## config.mk

```make
export PLATFORM = sky130hd
export DESIGN_NAME = wb_user_bridge_flat
export DESIGN_NICKNAME = d
export VERILOG_FILES = /design/src/rtl/wb_user_bridge_pkg.sv /design/src/rtl/wb_user_bridge_if.sv /design/src/rtl/wb_user_timer.sv /design/src/rtl/wb_user_bridge.sv /design/src/flat_wrapper.sv
export SDC_FILE = /design/constraint.sdc
export NUM_CORES = 1
export LEC_CHECK = 0
export ABC_AREA = 1
export CORE_MARGIN = 1.5
export CORE_UTILIZATION = 49
export DETAILED_ROUTE_END_ITERATION = 10
export PLACE_DENSITY = 0.95
export SYNTH_ARGS = -nofsm -noshare
export SYNTH_HDL_FRONTEND = slang
export SYNTH_HIERARCHICAL = 1
export SYNTH_SLANG_ARGS = --single-unit
```

## constraint.sdc

```tcl
create_clock -name wb_clk_i -period 5.2 [get_ports wb_clk_i]
set_input_delay 0.52 -clock wb_clk_i [delete_from_list [all_inputs] [get_ports wb_clk_i]]
set_output_delay 0.52 -clock wb_clk_i [all_outputs]
set_load 0.02 [all_outputs]
```

## src/rtl/wb_user_bridge_pkg.sv

```systemverilog
// Shared definitions for the Wishbone-to-user-register bridge.
//   state_t          : bridge FSM encoding
//   ERR_DATA_DEFAULT : read data returned when an access times out
//   sat_inc8         : saturating 8-bit increment for event counters
package wb_user_bridge_pkg;

  typedef enum logic [2:0] {
    ST_IDLE  = 3'd0,
    ST_REQ   = 3'd1,
    ST_WAIT  = 3'd2,
    ST_ACK   = 3'd3,
    ST_DRAIN = 3'd4
  } state_t;

  localparam logic [31:0] ERR_DATA_DEFAULT = 32'hDEAD_BEEF;

  function automatic logic [7:0] sat_inc8(input logic [7:0] v);
    return (v == 8'hFF) ? v : v + 8'd1;
  endfunction

endpackage

```

## src/rtl/wb_user_bridge_if.sv

```systemverilog
// Wishbone classic bus as seen by a user-space slave.
//   wbs_cyc_i/stb_i/we_i/sel_i/adr_i/dat_i : master -> slave
//   wbs_ack_o/dat_o                        : slave -> master
// Modports: master (drives the cycle), slave (the bridge).
interface wb_user_bridge_if;
  logic        wbs_cyc_i;
  logic        wbs_stb_i;
  logic        wbs_we_i;
  logic [3:0]  wbs_sel_i;
  logic [31:0] wbs_adr_i;
  logic [31:0] wbs_dat_i;
  logic        wbs_ack_o;
  logic [31:0] wbs_dat_o;

  modport master (
    output wbs_cyc_i, wbs_stb_i, wbs_we_i, wbs_sel_i, wbs_adr_i, wbs_dat_i,
    input  wbs_ack_o, wbs_dat_o
  );

  modport slave (
    input  wbs_cyc_i, wbs_stb_i, wbs_we_i, wbs_sel_i, wbs_adr_i, wbs_dat_i,
    output wbs_ack_o, wbs_dat_o
  );
endinterface

```

## src/rtl/wb_user_timer.sv

```systemverilog
// Access timer shared by the REQ, WAIT and DRAIN phases.
//   clk, rst_n : clock, async active-low reset
//   load       : restart the count at 0 (wins over inc)
//   inc        : advance the count by one
//   hit        : this cycle is the TIMEOUT-th cycle since the last load,
//                so the owning state gives up on this edge
module wb_user_timer #(
  parameter int TIMEOUT = 255
) (
  input  logic clk,
  input  logic rst_n,
  input  logic load,
  input  logic inc,
  output logic hit
);
  // One spare bit so the post-timeout increment in ACK cannot alias a hit.
  localparam int TW = $clog2(TIMEOUT + 1) + 1;

  logic [TW-1:0] cnt;

  always_ff @(posedge clk or negedge rst_n) begin
    if (!rst_n)    cnt <= '0;
    else if (load) cnt <= '0;
    else if (inc)  cnt <= cnt + 1'b1;
  end

  // The count is 0 in the first cycle after a load, so TIMEOUT-1 marks
  // the last cycle of a TIMEOUT-cycle window.
  assign hit = (cnt == TW'(TIMEOUT - 1));
endmodule

```

## src/rtl/wb_user_bridge.sv

```systemverilog
// Wishbone classic slave -> single-outstanding valid/ready backend bridge.
//   wb_clk_i, wb_rst_n : clock, async active-low reset
//   wb                 : Wishbone slave port (cyc already user-space qualified)
//   req_*              : request toward user register logic (valid/ready)
//   rsp_valid/rdata    : one-cycle response pulse from the backend
//   busy               : FSM is not IDLE
//   timeout_cnt        : saturating count of timed-out accesses
// Every access is bounded by TIMEOUT cycles; a timed-out read returns
// ERR_DATA. If the backend accepted the request before timing out, its late
// response is absorbed in DRAIN so it cannot be mistaken for the next access.
module wb_user_bridge
  import wb_user_bridge_pkg::*;
#(
  parameter int          ADDR_W   = 12,
  parameter int          TIMEOUT  = 255,
  parameter logic [31:0] ERR_DATA = ERR_DATA_DEFAULT
) (
  input  logic              wb_clk_i,
  input  logic              wb_rst_n,
  wb_user_bridge_if.slave   wb,
  output logic              req_valid,
  input  logic              req_ready,
  output logic              req_we,
  output logic [3:0]        req_sel,
  output logic [ADDR_W-1:0] req_addr,
  output logic [31:0]       req_wdata,
  input  logic              rsp_valid,
  input  logic [31:0]       rsp_rdata,
  output logic              busy,
  output logic [7:0]        timeout_cnt
);

  state_t state;
  logic   drop;      // backend owes us a response we will discard
  logic   tmr_load;
  logic   tmr_inc;
  logic   tmr_hit;
  logic   stb;

  assign stb  = wb.wbs_cyc_i & wb.wbs_stb_i;
  assign busy = (state != ST_IDLE);

  // Byte-offset and above-window address bits are not forwarded.
  logic unused_adr;
  assign unused_adr = ^{wb.wbs_adr_i[31:ADDR_W+2], wb.wbs_adr_i[1:0]};

  // Timer restarts on request issue and on every entry into DRAIN; these
  // conditions mirror the matching transitions in the FSM below.
  always_comb begin
    tmr_load = 1'b0;
    case (state)
      ST_IDLE: tmr_load = stb;
      ST_WAIT: tmr_load = !rsp_valid && !wb.wbs_cyc_i;
      ST_ACK:  tmr_load = drop;
      default: tmr_load = 1'b0;
    endcase
  end

  assign tmr_inc = (state != ST_IDLE);

  wb_user_timer #(.TIMEOUT(TIMEOUT)) u_timer (
    .clk   (wb_clk_i),
    .rst_n (wb_rst_n),
    .load  (tmr_load),
    .inc   (tmr_inc),
    .hit   (tmr_hit)
  );

  always_ff @(posedge wb_clk_i or negedge wb_rst_n) begin
    if (!wb_rst_n) begin
      state         <= ST_IDLE;
      drop          <= 1'b0;
      wb.wbs_ack_o  <= 1'b0;
      wb.wbs_dat_o  <= '0;
      req_valid     <= 1'b0;
      req_we        <= 1'b0;
      req_sel       <= '0;
      req_addr      <= '0;
      req_wdata     <= '0;
      timeout_cnt   <= '0;
    end else begin
      wb.wbs_ack_o <= 1'b0;
      case (state)
        ST_IDLE: begin
          if (stb) begin
            state     <= ST_REQ;
            req_valid <= 1'b1;
            req_we    <= wb.wbs_we_i;
            req_sel   <= wb.wbs_sel_i;
            req_addr  <= wb.wbs_adr_i[ADDR_W+1:2];
            req_wdata <= wb.wbs_dat_i;
          end
        end
        // abort > handshake > timeout
        ST_REQ: begin
          if (!wb.wbs_cyc_i) begin
            state     <= ST_IDLE;
            req_valid <= 1'b0;
          end else if (req_ready) begin
            state     <= ST_WAIT;
            req_valid <= 1'b0;
          end else if (tmr_hit) begin
            // Request never accepted: nothing to drain afterwards.
            state        <= ST_ACK;
            req_valid    <= 1'b0;
            timeout_cnt  <= sat_inc8(timeout_cnt);
            wb.wbs_ack_o <= 1'b1;
            wb.wbs_dat_o <= ERR_DATA;
          end
        end
        // response > abort > timeout
        ST_WAIT: begin
          if (rsp_valid) begin
            state        <= ST_ACK;
            wb.wbs_ack_o <= 1'b1;
            wb.wbs_dat_o <= rsp_rdata;
          end else if (!wb.wbs_cyc_i) begin
            state <= ST_DRAIN;
          end else if (tmr_hit) begin
            state        <= ST_ACK;
            drop         <= 1'b1;
            timeout_cnt  <= sat_inc8(timeout_cnt);
            wb.wbs_ack_o <= 1'b1;
            wb.wbs_dat_o <= ERR_DATA;
          end
        end
        ST_ACK: begin
          wb.wbs_dat_o <= '0;
          state        <= drop ? ST_DRAIN : ST_IDLE;
        end
        ST_DRAIN: begin
          if (rsp_valid || tmr_hit) begin
            state <= ST_IDLE;
            drop  <= 1'b0;
          end
        end
        default: begin
          state     <= ST_IDLE;
          drop      <= 1'b0;
          req_valid <= 1'b0;
        end
      endcase
    end
  end

endmodule

```

## src/flat_wrapper.sv

```systemverilog
// flat-port wrapper written by rule: the top's interface ports become plain ports
module wb_user_bridge_flat import wb_user_bridge_pkg::*;
#(
  parameter int          ADDR_W   = 12,
  parameter int          TIMEOUT  = 255,
  parameter logic [31:0] ERR_DATA = ERR_DATA_DEFAULT
)
  (wb_clk_i, wb_rst_n, req_valid, req_ready, req_we, req_sel, req_addr, req_wdata, rsp_valid, rsp_rdata, busy, timeout_cnt, wb_wbs_cyc_i, wb_wbs_stb_i, wb_wbs_we_i, wb_wbs_sel_i, wb_wbs_adr_i, wb_wbs_dat_i, wb_wbs_ack_o, wb_wbs_dat_o);
  wb_user_bridge_if wb_i ();
  input  logic wb_clk_i;
  input  logic wb_rst_n;
  output logic req_valid;
  input  logic req_ready;
  output logic req_we;
  output logic [3:0] req_sel;
  output logic [ADDR_W-1:0] req_addr;
  output logic [31:0] req_wdata;
  input  logic rsp_valid;
  input  logic [31:0] rsp_rdata;
  output logic busy;
  output logic [7:0] timeout_cnt;
  input wire logic [$bits(wb_i.wbs_cyc_i)-1:0] wb_wbs_cyc_i;
  input wire logic [$bits(wb_i.wbs_stb_i)-1:0] wb_wbs_stb_i;
  input wire logic [$bits(wb_i.wbs_we_i)-1:0] wb_wbs_we_i;
  input wire logic [$bits(wb_i.wbs_sel_i)-1:0] wb_wbs_sel_i;
  input wire logic [$bits(wb_i.wbs_adr_i)-1:0] wb_wbs_adr_i;
  input wire logic [$bits(wb_i.wbs_dat_i)-1:0] wb_wbs_dat_i;
  output wire logic [$bits(wb_i.wbs_ack_o)-1:0] wb_wbs_ack_o;
  output wire logic [$bits(wb_i.wbs_dat_o)-1:0] wb_wbs_dat_o;
  assign wb_i.wbs_cyc_i = wb_wbs_cyc_i;
  assign wb_i.wbs_stb_i = wb_wbs_stb_i;
  assign wb_i.wbs_we_i = wb_wbs_we_i;
  assign wb_i.wbs_sel_i = wb_wbs_sel_i;
  assign wb_i.wbs_adr_i = wb_wbs_adr_i;
  assign wb_i.wbs_dat_i = wb_wbs_dat_i;
  assign wb_wbs_ack_o = wb_i.wbs_ack_o;
  assign wb_wbs_dat_o = wb_i.wbs_dat_o;
  wb_user_bridge #(.ADDR_W(ADDR_W), .TIMEOUT(TIMEOUT), .ERR_DATA(ERR_DATA)) u_core (.wb_clk_i(wb_clk_i), .wb_rst_n(wb_rst_n), .wb(wb_i), .req_valid(req_valid), .req_ready(req_ready), .req_we(req_we), .req_sel(req_sel), .req_addr(req_addr), .req_wdata(req_wdata), .rsp_valid(rsp_valid), .rsp_rdata(rsp_rdata), .busy(busy), .timeout_cnt(timeout_cnt));
endmodule
```

# Word level (Yosys, flattened, before mapping)
# Index checks and enable logic that the tools add are counted.
[op_classes] bitwise_logic=3 n_reduce_logical=17 n_addsub=2 n_eq_ne=15 n_mux=41
[ops] cell="2-to-1 mux 32 bit" n=5
[ops] cell="one-hot mux 32 bit (3 select lines)" n=1
[ops] cell="2-to-1 mux 8 bit" n=6
[ops] cell="2-to-1 mux 3 bit" n=8
[ops] cell="2-to-1 mux 9 bit" n=2
[ops] cell="one-hot mux 8 bit (2 select lines)" n=1
[ops] cell="one-hot mux 3 bit (5 select lines)" n=1
[ops] cell="2-to-1 mux 1 bit" n=13
[ops] cell="AND reduction 5 bit" n=2
[ops] cell="adder 9 x 1 -> 9 bit (second input constant)" n=1
[ops] cell="== test 9 x 8 -> 1 bit (second input constant)" n=1
[ops] cell="one-hot mux 1 bit (3 select lines)" n=3
[ops] cell="adder 8 x 1 -> 8 bit (second input constant)" n=1
[ops] cell="== test 8 bit (second input constant)" n=1
[ops] cell="!= test 2 bit (second input constant)" n=4
[ops] cell="== test 3 x 2 -> 1 bit (second input constant)" n=2
[ops] cell="!= test 2 x 1 -> 1 bit (second input constant)" n=3
[ops] cell="nonzero test 3 bit" n=2
[ops] cell="OR reduction 3 bit" n=2
[ops] cell="!= test 4 x 3 -> 1 bit (second input constant)" n=1
[ops] cell="AND reduction 2 bit" n=2
[ops] cell="AND reduction 4 bit" n=1
[ops] cell="nonzero test 2 bit" n=2
[ops] cell="== test 3 x 1 -> 1 bit (second input constant)" n=1
[ops] cell="other kinds (10)" n=12
[word_totals] register_bits=104 inputBits=107

# Logic depth before layout (Yosys ltp)
# Gate-level depths: netlist of the first run.
[logic_depth] ltp_word=6 depth_mapped=13

# Modules after synthesis
# The synthesis of the first run kept the hierarchy.
[modules_own_cells] module="wb_user_bridge" cells_each=697 seq_area_each_um2=2377.3 instances=1 area_each_um2=4977.3
[modules_own_cells] module="wb_user_timer" cells_each=70 seq_area_each_um2=225.2 instances=1 area_each_um2=526.8

# Worst setup path after synthesis of the first run
# No wires, ideal clock.
[synth_path] kind="register -> register" start="reg u_core.state[1]" end="reg u_core.u_timer.cnt[4]" setup_time_ns=0.120 required_ns=5.080 slack_ns=3.187 t_arrival_ns=1.893 n_path_buf=2 stages_incl_launch_ff=13 path_cell_list="dfrtp_1 > buf_2 > nor2_1 > nand2_1 > inv_2 > nand2_2 > buf_6 > nand3_1 > nor2_4 > nor2_4 > nand2_1 > o21ai_0 > nor2_1"
[synth_lines] element="start, declared" line_no="wb_user_bridge.sv:33" rtl="state_t state;"
[synth_lines] element="start signal, assigned" line_no="wb_user_bridge.sv:129" rtl="state <= drop ? ST_DRAIN : ST_IDLE;"
[synth_lines] element="nonzero test 3 bit"
[synth_lines] element="named net busy" line_no="flat_wrapper.sv:20" rtl="output logic busy;"
[synth_lines] element="nonzero test 2 bit (no line)"
[synth_lines] element="end signal, assigned" line_no="wb_user_timer.sv:24" rtl="else if (inc) cnt <= cnt + 1'b1;"
[synth_lines] element="end, declared" line_no="wb_user_timer.sv:19" rtl="logic [TW-1:0] cnt;"
# The timed path passes the listed nets, and every way through them passes these cells.
# A chain may end at the register's enable or synchronous reset.

# Worst setup path in the final report of the first run
[layout_path] start="reg u_core.state[1]" end="reg u_core.u_timer.cnt[4]"
[layout_between] elab_chain_len=3
[layout_lines] element="== test 3 x 2 -> 1 bit or zero test 3 bit (tied branches)" line_no="wb_user_bridge.sv:51" rtl="case (state)"
[layout_lines] element="one-hot mux 1 bit (3 select lines) (*)" line_no="wb_user_bridge.sv:51"
[layout_lines] element="named net u_core.tmr_load" line_no="wb_user_bridge.sv:35" rtl="logic tmr_load;"
[layout_lines] element="2-to-1 mux 9 bit or nonzero test 2 bit (tied branches)"
# The timed path passes the listed nets; every way through them passes the cells marked *.

==> impl_summary.log, run 1 <==
[metrics] status: complete, no violations
[metrics] Static Leakage: ~3.8 nW
[metrics] category of the most critical setup path: flop to flop
[metrics] per-instance average area after synthesis: 7.18 um2
[metrics] number of clock buffers inserted by TritonCTS: 9
[metrics] first drt pass iteration count: 7
[metrics] Pint: approximately 2.1 mW
[metrics] mux share of post-synthesis cell area: 0%
[metrics] count of vias placed by the detailed router: 5532
[metrics] synthesized-area fraction occupied by ao, oa, aoi and oai cells: 6.02%
[metrics] Worst slew margin: between 30 and 40%
[metrics] worst reg2reg path depth: 11
[metrics] power density over the cells: approximately 500 nW/um2
[metrics] antenna cells: 0
[metrics] main flop type after synthesis: dfrtp_1
[metrics] fraction of registers with async set/reset: 100%
[metrics] IR Drop Worst-Case VDD: approximately 0.00032 V
[metrics] Total Nets Final: between 1000 and 1500
[metrics] number of enable-type register cells in the synthesized netlist: 0
[metrics] count of distinct cell types in the synthesized netlist: 26
[metrics] wire length of the first global-routing pass: 24300 um
[metrics] count of clock tree sinks: 104
[metrics] area fraction of the dominant cell type after synthesis: 47.3%
[metrics] switching power: 1.68 mW
[metrics] initial core utilization: between 50% and 60%
[metrics] part of the Yosys area used for sequential elements: between 40% and 50%
[metrics] adder-cell share of the synthesized area: less than 1%
[metrics] worst flop-to-flop path startpoint: u_core/state[1]$_DFFE_PN0P_
[metrics] Critical R2R Capture: u_core/u_timer/cnt[4]$_DFFE_PN0P_
[metrics] setup TNS: 0 ns
[metrics] most area-consuming cells after synthesis: dfrtp_1 47%, nand2_1 27%, nand3_1 7.3%
[metrics] global-route track usage on met3: 6.93%
[metrics] number of antenna-violating nets in the routed design: 0
[metrics] Post-CTS Setup Repair Bufs: 0
[metrics] number of vias per cell after detailed routing: slightly above 5
[metrics] Die Span Y: around 110 um
[metrics] share of power burned in the clock network: between 10% and 20%
[metrics] pin count of the biggest net entering global routing: between 50 and 60
[metrics] DR DRC count: 0
[metrics] number of hold-slack violations in the final timing report: 0
[metrics] Simple-Gate Fraction of Synth Area: 39.3%
[metrics] fraction of power consumed by combinational cells: 51.8%
[metrics] worst-skew pair later-pin latency: about 0.37 ns
[metrics] Synth Net Count: 877
[metrics] CP Capture Type: flop
[metrics] initial antenna violation count: 0
[metrics] maximum clock frequency: around 0.36 GHz
[metrics] post-CTS resize count: 0
[metrics] slew at the pin with the worst max-slew slack: approximately 1.0 ns
[metrics] parity-gate share of the synthesized area counting xor and xnor cells: 0.159%
[metrics] aggregate global routing overflow: 0
[metrics] Wirelength per Cell: roughly 14 um
[metrics] placer congestion estimate: roughly 0.86
[metrics] H-Tree Level Count: 3
[metrics] type of the most critical hold path: input port to async pin
[metrics] Routed Wire Length: ~15000 um
[metrics] netlist area before placement: roughly 5500 um2
[metrics] critical path launch point type: flop
[metrics] cell row count: 38
[metrics] share of layout cells above drive strength 1: under 10%
[metrics] DRT iter0 DRCs: slightly above 400
[metrics] GR Util met1: about 33%
[metrics] worst setup margin: ~2.4 ns
[metrics] core occupancy in the finished layout: between 60% and 70%
[metrics] switching part of the total power: ~45%
[metrics] count of input and output buffers: ~180
[metrics] CTS max path bufs: 2
[metrics] share of total power in sequential cells: 35.4%
[metrics] CTS tree: done
[metrics] final setup violating endpoints: 0
[metrics] final slew viol count: 0
[metrics] Arrival @ worst endpoint: around 3.0 ns
[metrics] period utilization: 52.9%
[metrics] leading area contributor after synthesis: dfrtp_1
[metrics] RSZ-0062 raised after global routing: false
[metrics] global router's overall resource usage: between 20% and 30%
[metrics] die outline area: between 10000 and 15000 um2
[metrics] worst clock skew: 0.0157 ns
[metrics] number of global-route vias before repair: 5170
[metrics] register-to-register setup slack: between 2 and 2.5 ns
[metrics] crit path time final: 2.75 ns
[metrics] synthesis-stage register bit count: roughly 100
[metrics] pre-CTS setup slack: roughly 2.3 ns
[metrics] number of top-level design ports: between 150 and 200
[metrics] grt peak-use layer: met2
[metrics] critical-path maximum fanout: 51
[metrics] HPWL after detailed placement: 10000 um
[metrics] commonest cells in the netlist: 394 x nand2_1, 104 x dfrtp_1, 80 x nand3_1
[metrics] hold-fix buffers at CTS: 0
[metrics] Maximum Capacitance Violations: 0
[metrics] critical path required time: between 5 and 6 ns
[metrics] total core area: 10900 um2
[metrics] root buffer selected by CTS: clkbuf_8
[metrics] area overhead of the layout relative to synthesis: 35.3%
[metrics] dominant combinational cell family by area after synthesis: simple AND/OR/NAND/NOR gates
[metrics] most common cell in the netlist: nand2_1
[metrics] CTS clock-pin slew for the worst setup and hold paths: between 0.1 and 0.15 ns
[metrics] total number of yosys warnings: 6
[metrics] GRT met2 Usage: between 40% and 50%
[metrics] Die Wd: around 110 um
[metrics] Cells after Synth: 767
## logic make-up (layout without fill, tap and decap cells)
logic type,Yosys count,count (layout)
simple gates,519,519
fa+ha+maj,3,3
buf+inv,74,232
xor+xnor,1,1
flops,104,104
compound gates,66,66
## through the flow
step,total power [mW],hold slack (ns),area (um2),std cells
2_1_floorplan,2.48,0.224,5500,767
3_3_place_gp,3.20,0.453,7260,1049
3_5_place_dp,3.27,0.457,7260,1049
5_1_grt,4.02,0.236,7450,1065
6_report,3.74,0.206,7450,1065
4_1_cts,3.76,0.213,7450,1065
## registers in the layout (all words and copies together), names as in the netlist
register / flops
u_core/drop: 1
u_core/req_addr: 12
u_core/req_sel: 4
u_core/req_valid: 1
u_core/req_wdata: 32
u_core/req_we: 1
u_core/state: 3
u_core/timeout_cnt: 8
u_core/u_timer/cnt: 9
u_core/wb.wbs_ack_o: 1
u_core/wb.wbs_dat_o: 32
## cells in the final DEF (no fill, tap or decap)
cell type / Yosys / routed
nand4_2: 1 / 1
nand3_2: 4 / 4
nand3_1: 80 / 80
inv_1: 22 / 22
clkinv_4: 0 / 1
clkinvlp_4: 0 / 2
nor2_2: 2 / 3
dfrtp_1: 104 / 104
o21ai_0: 53 / 53
nor2_4: 4 / 4
inv_2: 9 / 9
nand4_1: 10 / 10
ha_1: 3 / 3
nand3b_1: 1 / 1
xor2_1: 1 / 1
clkbuf_8: 0 / 9
inv_6: 0 / 3
o21ai_1: 7 / 7
nand2_2: 1 / 1
nand3_4: 1 / 1
clkinv_1: 2 / 2
inv_8: 0 / 1
buf_4: 1 / 6
a21oi_1: 5 / 5
clkdlybuf4s50_1: 0 / 177
a31oi_1: 1 / 1
nand2_1: 394 / 394
nor2_1: 21 / 20
## power groups by stage
stage          clock, mW  sequential [mW]  combinational (mW)
2_1_floorplan          0             1.62               0.854
5_1_grt            0.535             1.36                2.12
3_5_place_dp           0             1.33                1.94
6_report           0.481             1.32                1.94
4_1_cts            0.495             1.32                1.95
3_3_place_gp           0             1.31                1.89
## critical path, stage by stage (launching register included)
cell     delay (ns)
dfrtp_1        0.48
nor2_1         0.19
nand2_1        0.20
inv_2          0.65
nand2_2        0.06
buf_4          0.32
nand3_1        0.24
nor2_4         0.08
nor2_4         0.16
nand2_1        0.06
o21ai_0        0.16
nor2_1         0.06
## worst max path at each step
stage	to	slack, ns	start	depth (start not counted)
floorplan	u_core/u_timer/cnt[4]$_DFFE_PN0P_	3.19	u_core/state[1]$_DFFE_PN0P_	12
finish	u_core/u_timer/cnt[4]$_DFFE_PN0P_	2.45	u_core/state[1]$_DFFE_PN0P_	11
global placement	u_core/wb.wbs_dat_o[15]$_DFFE_PN0P_	2.41	rsp_valid	7
CTS	u_core/u_timer/cnt[3]$_DFFE_PN0P_	2.41	u_core/state[1]$_DFFE_PN0P_	11
global route	u_core/u_timer/cnt[4]$_DFFE_PN0P_	2.07	u_core/state[1]$_DFFE_PN0P_	11
detailed placement	u_core/wb.wbs_dat_o[26]$_DFFE_PN0P_	2.34	rsp_valid	7
## layout make-up
cell class              count  area [um2]
clock buffers               9         124
clock inverters             7        61.3
fillers                   866        3440
inverters                  33         124
multi-input cells         589        2540
flip-flops and latches    104        2600
well taps                 140         175
repair buffers            183        1820
## routing by layer
| layer | routed length (um) | up-vias |
|---|---|---|
| li1 | - | 2728 |
| met1 | 6070 | 2572 |
| met2 | 7300 | 211 |
| met3 | 1330 | 21 |
| met4 | 281 | 0 |
| met5 | 0 | - |
No activity file was read; power rests on OpenSTA's default activity.
==> run 2, diff against run 1 <==
--- a/config.mk
+++ b/config.mk
@@ -7,9 +7,9 @@
 export LEC_CHECK = 0
 export ABC_AREA = 1
 export CORE_MARGIN = 1.5
-export CORE_UTILIZATION = 49
+export CORE_UTILIZATION = 45
 export DETAILED_ROUTE_END_ITERATION = 10
-export PLACE_DENSITY = 0.95
+export PLACE_DENSITY = 0.92
 export SYNTH_ARGS = -nofsm -noshare
 export SYNTH_HDL_FRONTEND = slang
 export SYNTH_HIERARCHICAL = 1
==> constraint.sdc (replaced) <==
create_clock -name wb_clk_i -period 2.64 [get_ports wb_clk_i]
set_input_delay 0.264 -clock wb_clk_i [delete_from_list [all_inputs] [get_ports wb_clk_i]]
set_output_delay 0.264 -clock wb_clk_i [all_outputs]
set_load 0.02 [all_outputs]
==> run 2 against run 1 <==
Against the previous run: sequential share of layout area fell by 0.97 points; final cell count rose by 1.4%; flip-flop and latch count did not move; wire length fell by 2.8%; combinational power rose by 98%; highest routed layer unchanged; first-iteration DRC count rose by 13%; largest power group unchanged; sequential power rose by 97%; global-route usage fell by 2.6 points; count of clock-buffer cells in the layout did not move.
==> impl_summary.log, run 2 (same netlist as run 1, synthesis figures left out) <==
[metrics] total core area: 12000 um2 (was 10900 um2)
[metrics] biggest cell delay along the critical path: 0.69 ns (was 0.65 ns)
[metrics] maximum clock frequency: approximately 0.47 GHz
[metrics] CTS clock-pin slew for the worst setup and hold paths: 0.08 ns (was 0.11 ns)
[metrics] worst-skew pair later-pin latency: 0.35 ns (was 0.37 ns)
[metrics] share of total power in sequential cells: 33.4% (was 35.4%)
[metrics] Static Leakage: 3.90 nW (was 3.79 nW)
[metrics] IR Drop Worst-Case VDD: 0.000581 V (was 0.000317 V)
[metrics] number of global-route vias before repair: 5173 (was 5170)
[metrics] critical path required time: 2.38 ns (was 5.46 ns)
[metrics] Arrival @ worst endpoint: 1.88 ns (was 3.02 ns)
[metrics] fraction of power consumed by combinational cells: 49.4% (was 51.8%)
[metrics] Die Span Y: 114 um (was 109 um)
[metrics] RSZ-0062 raised after global routing: false (unchanged)
[metrics] Pint: 4.44 mW (was 2.06 mW)
[metrics] H-Tree Level Count: 3 (unchanged)
[metrics] critical path launch point type: flop (unchanged)
[metrics] Worst slew margin: 64.4% (was 30.6%)
[metrics] count of clock tree sinks: 104 (unchanged)
[metrics] number of top-level design ports: 199 (unchanged)
[metrics] number of clock buffers inserted by TritonCTS: 9 (unchanged)
[metrics] antenna cells: 0 (unchanged)
[metrics] placer congestion estimate: 0.828 (was 0.862)
[metrics] type of the most critical hold path: input port to async pin (unchanged)
[metrics] power density over the cells: 1020 nW/um2 (was 502 nW/um2)
[metrics] CTS max path bufs: 2 (unchanged)
[metrics] cell-by-cell listing of the critical path: nor2_1 -> nand2_1 -> clkdlybuf4s50_1 (was nor2_1 -> nand2_1 -> inv_2 -> nand2_2 -> buf_4 -> nand3_1 -> nor2_4 -> nor2_4 -> nand2_1 -> o21ai_0 -> nor2_1)
[metrics] number of cells in the finished layout apart from fillers: 1080 (was 1065)
[metrics] post-CTS resize count: 0 (unchanged)
[metrics] count of vias placed by the detailed router: 5477 (was 5532)
[metrics] share of layout cells above drive strength 1: 5.57% (was 4.86%)
[metrics] CP Capture Type: output pin (was flop)
[metrics] Maximum Capacitance Violations: 0 (unchanged)
[metrics] setup TNS: 0 ns (unchanged)
[metrics] critical-path maximum fanout: 8 (was 51)
[metrics] category of the most critical setup path: flop to output pin (was flop to flop)
[metrics] wire length of the first global-routing pass: 24600 um (was 24300 um)
[metrics] total instance count after detailed placement: 1063 (was 1049)
[metrics] final setup violating endpoints: 0 (unchanged)
[metrics] crit path time final: approximately 2.1 ns
[metrics] root buffer selected by CTS: clkbuf_16 (was clkbuf_8)
[metrics] Slowest-stage cell, CP: clkdlybuf4s50_1 (was inv_2)
[metrics] pin count of the biggest net entering global routing: 70 (was 58)
[metrics] number of vias per cell after detailed routing: 5.07 (was 5.19)
[metrics] cell row count: 40 (was 38)
[metrics] Post-CTS Setup Repair Bufs: 0 (unchanged)
[metrics] number of antenna-violating nets in the routed design: 0 (unchanged)
[metrics] largest registers: u_core/req_wdata x32, u_core/wb.wbs_dat_o x32, u_core/req_addr x12 (unchanged)
[metrics] Routed Wire Length: 14600 um (was 15000 um)
[metrics] period utilization: about four fifths
[metrics] CTS tree: done (unchanged)
[metrics] share of power burned in the clock network: 17.3% (was 12.9%)
[metrics] Die Wd: 114 um (was 109 um)
[metrics] DRT iter0 DRCs: 464 (was 410)
[metrics] count of input and output buffers: 178 (unchanged)
[metrics] Wirelength per Cell: 13.5 um (was 14.1 um)
[metrics] DR DRC count: 0 (unchanged)
[metrics] number of buffers and inverters on the critical path: 1 (was 2)
[metrics] switching power: 3.36 mW (was 1.68 mW)
[metrics] global router's overall resource usage: 23.3% (was 25.9%)
[metrics] worst hold margin: 0.417 ns (was 0.206 ns)
[metrics] slew at the pin with the worst max-slew slack: 0.533 ns (was 1.04 ns)
[metrics] status: complete, no violations (unchanged)
[metrics] worst clock skew: 0.0118 ns (was 0.0157 ns)
[metrics] switching part of the total power: 43.1% (was 44.9%)
[metrics] number of hold-slack violations in the final timing report: 0 (unchanged)
[metrics] initial core utilization: 46.0% (was 50.6%)
[metrics] hold-fix buffers at CTS: 1 (was 0)
[metrics] Total Nets Final: 1038 (was 1030)
[metrics] area overhead of the layout relative to synthesis: 39.1% (was 35.3%)
[metrics] highest-count cells in the layout ignoring fill and taps: 394 x nand2_1, 177 x clkdlybuf4s50_1, 104 x dfrtp_1 (unchanged)
[metrics] post-layout power: 7.81 mW (was 3.74 mW)
[metrics] initial antenna violation count: 0 (unchanged)
[metrics] family with the most delay on the worst path: buffers and inverters (was simple AND/OR/NAND/NOR gates)
[metrics] first drt pass iteration count: 5 (was 7)
[metrics] aggregate global routing overflow: 0 (unchanged)
[metrics] final slew viol count: 0 (unchanged)
[metrics] die outline area: 12900 um2 (was 11900 um2)
[metrics] HPWL after detailed placement: 9690 um (was 10000 um)
[metrics] commonest non-fill, non-tap cell in the layout: nand2_1 (unchanged)
==> run 2: changes by cell type in the layout (fill, tap and decap cells not counted), sizes merged <==
cell	previous run	this run
clkinvlp	2	0
buf	6	13
clkinv	3	5
dlygate4sd3	0	1
==> run 2: power by group through the flow <==
stage,logic [mW],clock network (mW),registers (mW)
3_5_place_dp,3.87,0,2.62
4_1_cts,3.88,1.39,2.60
3_3_place_gp,3.79,0,2.59
2_1_floorplan,1.68,0,3.19
6_report,3.85,1.35,2.60
5_1_grt,4.23,1.44,2.69
==> run 2: area by class of cell <==
cell class,count,area (um2)
clock buffer,9,225
clock inverter,7,88.8
fill,988,4300
inverter,33,124
multi-input combinational,589,2540
sequential,104,2600
tap,147,184
timing repair buffer,191,1890
==> run 2: path summary, 6_finish.rpt <==
path	from	to	slack (ns)	depth (start not counted)
setup / recovery	u_core/state[1]$_DFFE_PN0P_	busy	0.49	3
hold / removal	wb_rst_n	u_core/timeout_cnt[5]$_DFFE_PN0P_	0.42	2
setup reg to reg	u_core/u_timer/cnt[0]$_DFFE_PN0P_	u_core/timeout_cnt[6]$_DFFE_PN0P_	0.55	10
hold reg to reg	u_core/req_addr[9]$_DFFE_PN0P_	u_core/req_addr[9]$_DFFE_PN0P_	0.47	2
max in group asynchronous	wb_rst_n	u_core/wb.wbs_dat_o[20]$_DFFE_PN0P_	1.50	3
min in group wb_clk_i	wb_wbs_dat_i[8]	u_core/req_wdata[8]$_DFFE_PN0P_	0.46	3
==> run 2: metal layers <==
| layer | share of wire (%) | track usage, % |
|---|---|---|
| met5 | 0 | 0 |
| met4 | 2.4 | 8.08 |
| met3 | 6.8 | 5.10 |
| met1 | 41 | 30.4 |
| met2 | 49 | 38.6 |
==> run 2: stage by stage <==
stage	cell area, um2	util, %	setup slack, ns
after detailed placement	7330	61.3	0.591
after global routing	7660	64.0	0.346
final	7660	64.0	0.494
after global placement	7330	61.3	0.690
after floorplan	5500	-	0.627
after CTS	7660	64.0	0.472
==> run 2: worst register-to-register path, stage by stage, from the launching register on <==
cell	delay, ns
dfrtp_1	0.40
inv_2	0.10
ha_1	0.15
nand3_1	0.09
nor2_2	0.11
buf_4	0.40
nand2_1	0.14
inv_1	0.14
nand4_2	0.25
nand2_1	0.14
nand2_1	0.06
==> run 3, diff against run 2 <==
==> constraint.sdc (replaced) <==
create_clock -name wb_clk_i -period 2 [get_ports wb_clk_i]
set_input_delay 0.2 -clock wb_clk_i [delete_from_list [all_inputs] [get_ports wb_clk_i]]
set_output_delay 0.2 -clock wb_clk_i [all_outputs]
set_load 0.02 [all_outputs]
==> run 3 against run 2 <==
Against the previous run: setup slack worse by 0.39 ns; flip-flop and latch count stayed put; die area unchanged; via count up 1.5%; register-to-register slack got worse by 0.44 ns; non-clock buffer count up 7; clock skew is 0.0031 ns higher; combinational power increased by 34%.
==> impl_summary.log, run 3 (same netlist as run 1, synthesis figures left out) <==
[metrics] Total Nets Final: 1045 (was 1038)
[metrics] final slew viol count: 0 (unchanged)
[metrics] pre-CTS setup slack: 0.0420 ns (was 0.591 ns)
[metrics] total core area: 12000 um2 (unchanged)
[metrics] critical-path maximum fanout: 25 (was 8)
[metrics] pin count of the biggest net entering global routing: 51 (was 70)
[metrics] first drt pass iteration count: 5 (unchanged)
[metrics] highest-count cells in the layout ignoring fill and taps: 393 x nand2_1, 176 x clkdlybuf4s50_1, 104 x dfrtp_1 (was 394 x nand2_1, 177 x clkdlybuf4s50_1, 104 x dfrtp_1)
[metrics] number of antenna-violating nets in the routed design: 0 (unchanged)
[metrics] initial antenna violation count: 0 (unchanged)
[metrics] antenna cells: 0 (unchanged)
[metrics] filler cell count in the final layout: 1001 (was 988)
[metrics] cell-by-cell listing of the critical path: nand2_1 -> nor2_2 -> nand3_1 -> nor2_2 -> buf_4 -> nand3_1 -> nand2_1 -> nand2_1 -> inv_1 -> nand2_1 -> nand2_1 -> nand2_1 (was nor2_1 -> nand2_1 -> clkdlybuf4s50_1)
[metrics] maximum clock frequency: between 0.5 and 0.6 GHz
[metrics] worst-skew pair later-pin latency: 0.35 ns (about the same)
[metrics] RSZ-0062 raised after global routing: true (was false)
[metrics] Met2 Wirelength: 7300 um (was 7190 um)
[metrics] initial core utilization: 46.0% (unchanged)
[metrics] DRT iter0 DRCs: 430 (was 464)
[metrics] Static Leakage: 3.94 nW (was 3.90 nW)
[metrics] wire length of the first global-routing pass: 24400 um (was 24600 um)
[metrics] die outline area: 12900 um2 (unchanged)
[metrics] Routed Wire Length: 14900 um (was 14600 um)
[metrics] cell row count: 40 (unchanged)
[metrics] Routed met1 length: 6220 um (was 6030 um)
[metrics] number of global-route vias before repair: 5091 (was 5173)
[metrics] critical path launch point type: flop (unchanged)
[metrics] Die Wd: 114 um (unchanged)
[metrics] H-Tree Level Count: 3 (unchanged)
[metrics] crit path time final: between 1.5 and 2 ns
[metrics] worst clock skew: 0.0149 ns (was 0.0118 ns)
[metrics] CTS clock-pin slew for the worst setup and hold paths: 0.08 ns (about the same)
[metrics] commonest non-fill, non-tap cell in the layout: nand2_1 (unchanged)
[metrics] CP Capture Type: flop (was output pin)
[metrics] number of top-level design ports: 199 (unchanged)
[metrics] period utilization: 94.7%
[metrics] number of clock buffers inserted by TritonCTS: 9 (unchanged)
[metrics] type of the most critical hold path: input port to async pin (unchanged)
[metrics] largest registers: u_core/req_wdata x32, u_core/wb.wbs_dat_o x32, u_core/req_addr x12 (unchanged)
[metrics] CTS max path bufs: 2 (unchanged)
[metrics] CTS tree: done (unchanged)
[metrics] slew at the pin with the worst max-slew slack: 0.738 ns (was 0.533 ns)
[metrics] DR DRC count: 0 (unchanged)
[metrics] number of vias per cell after detailed routing: 5.11 (was 5.07)
[metrics] area overhead of the layout relative to synthesis: 40.1% (was 39.1%)
[metrics] worst setup margin: 0.105 ns (was 0.494 ns)
[metrics] final setup violating endpoints: 0 (unchanged)
[metrics] category of the most critical setup path: flop to flop (was flop to output pin)
[metrics] critical path required time: 2.23 ns (was 2.38 ns)
[metrics] placer congestion estimate: 0.841 (was 0.828)
[metrics] worst hold margin: 0.341 ns (was 0.417 ns)
[metrics] HPWL after detailed placement: 10100 um (was 9690 um)
[metrics] max layer used: met4 (unchanged)
[metrics] count of input and output buffers: 178 (unchanged)
[metrics] status: complete, no violations (unchanged)
[metrics] IR Drop Worst-Case VDD: 0.000959 V (was 0.000581 V)
[metrics] summed area of non-filler cells in the final layout: 7710 um2 (was 7660 um2)
[metrics] biggest cell delay along the critical path: 0.42 ns (was 0.69 ns)
[metrics] post-layout power: 10.4 mW (was 7.81 mW)
[metrics] Maximum Capacitance Violations: 0 (unchanged)
[metrics] aggregate global routing overflow: 0 (unchanged)
[metrics] post-place instance area: 7390 um2 (was 7330 um2)
[metrics] count of vias placed by the detailed router: 5559 (was 5477)
[metrics] Die Span Y: 114 um (unchanged)
[metrics] root buffer selected by CTS: clkbuf_16 (unchanged)
[metrics] global router's overall resource usage: 23.1% (was 23.3%)
[metrics] number of hold-slack violations in the final timing report: 0 (unchanged)
[metrics] Post-CTS Setup Repair Bufs: 0 (unchanged)
[metrics] power density over the cells: 1340 nW/um2 (was 1020 nW/um2)
[metrics] DR WL met3: 1100 um (was 984 um)
[metrics] Slowest-stage cell, CP: dfrtp_1 (was clkdlybuf4s50_1)
[metrics] share of layout cells above drive strength 1: 6.38% (was 5.57%)
[metrics] count of clock tree sinks: 104 (unchanged)
[metrics] Worst slew margin: 50.7% (was 64.4%)
[metrics] cell type with the highest occurrence count on the critical path: nand2_1
[metrics] Wirelength per Cell: 13.7 um (was 13.5 um)
[metrics] Arrival @ worst endpoint: 2.12 ns (was 1.88 ns)
==> run 3: area by class of cell <==
class,count,area [um2],share of cell area (%)
Timing Repair Buffer,198,1950,25.2
Multi-Input combinational cell,589,2540,33.0
Tap cell,147,184,2.38
Clock buffer,9,225,2.92
Clock inverter,7,86.3,1.12
Sequential cell,104,2600,33.7
Inverter,33,124,1.61
==> run 3: critical path, delay by kind of cell (launching register included) <==
family / cells / cell delay (ns)
buffers and inverters: 2 / 0.38
flip-flops: 1 / 0.42
AND/OR/NAND/NOR: 10 / 0.98
==> run 3: metrics by stage <==
step / std cells / util (%) / setup TNS, ns
CTS: 1087 / 64.5 / 0
detailed placement: 1070 / 61.8 / 0
global route: 1087 / 64.5 / -0.00783
floorplan: 767 / - / 0
finish: 1087 / 64.5 / 0
global placement: 1070 / 61.8 / 0
==> run 3: final timing paths <==
kind / depth (start not counted) / start / to / slack [ns]
worst max-delay path: 12 / u_core/u_timer/cnt[4]$_DFFE_PN0P_ / u_core/drop$_DFFE_PN0P_ / 0.11
worst min-delay path: 2 / wb_rst_n / u_core/wb.wbs_dat_o[26]$_DFFE_PN0P_ / 0.34
worst max register to register: 12 / u_core/u_timer/cnt[4]$_DFFE_PN0P_ / u_core/drop$_DFFE_PN0P_ / 0.11
worst min register to register: 2 / u_core/req_addr[4]$_DFFE_PN0P_ / u_core/req_addr[4]$_DFFE_PN0P_ / 0.47
max in group asynchronous: 3 / wb_rst_n / u_core/req_wdata[27]$_DFFE_PN0P_ / 0.93
min in group wb_clk_i: 3 / wb_wbs_adr_i[13] / u_core/req_addr[11]$_DFFE_PN0P_ / 0.40
==> run 3: repair_timing <==
item | CTS | global route
endpoints found under the setup margin | 0 | 2
resized for setup | 0 | 1
hold buffers | 1 | 0
endpoints found under the hold margin | 30 | 0
==> run 3: per-layer routing <==
| metal | global-route usage [%] | up-vias |
|---|---|---|
| met5 | 0 | - |
| met4 | 6.50 | 0 |
| met3 | 6.11 | 20 |
| met2 | 38.4 | 210 |
| met1 | 29.9 | 2563 |
| li1 | - | 2766 |
==> run 3: where the power goes <==
group / switching (mW) / total (mW) / internal [mW]
Clock: 0.885 / 1.78 / 0.898
Sequential: 0.555 / 3.42 / 2.87
Combinational: 3.03 / 5.15 / 2.12
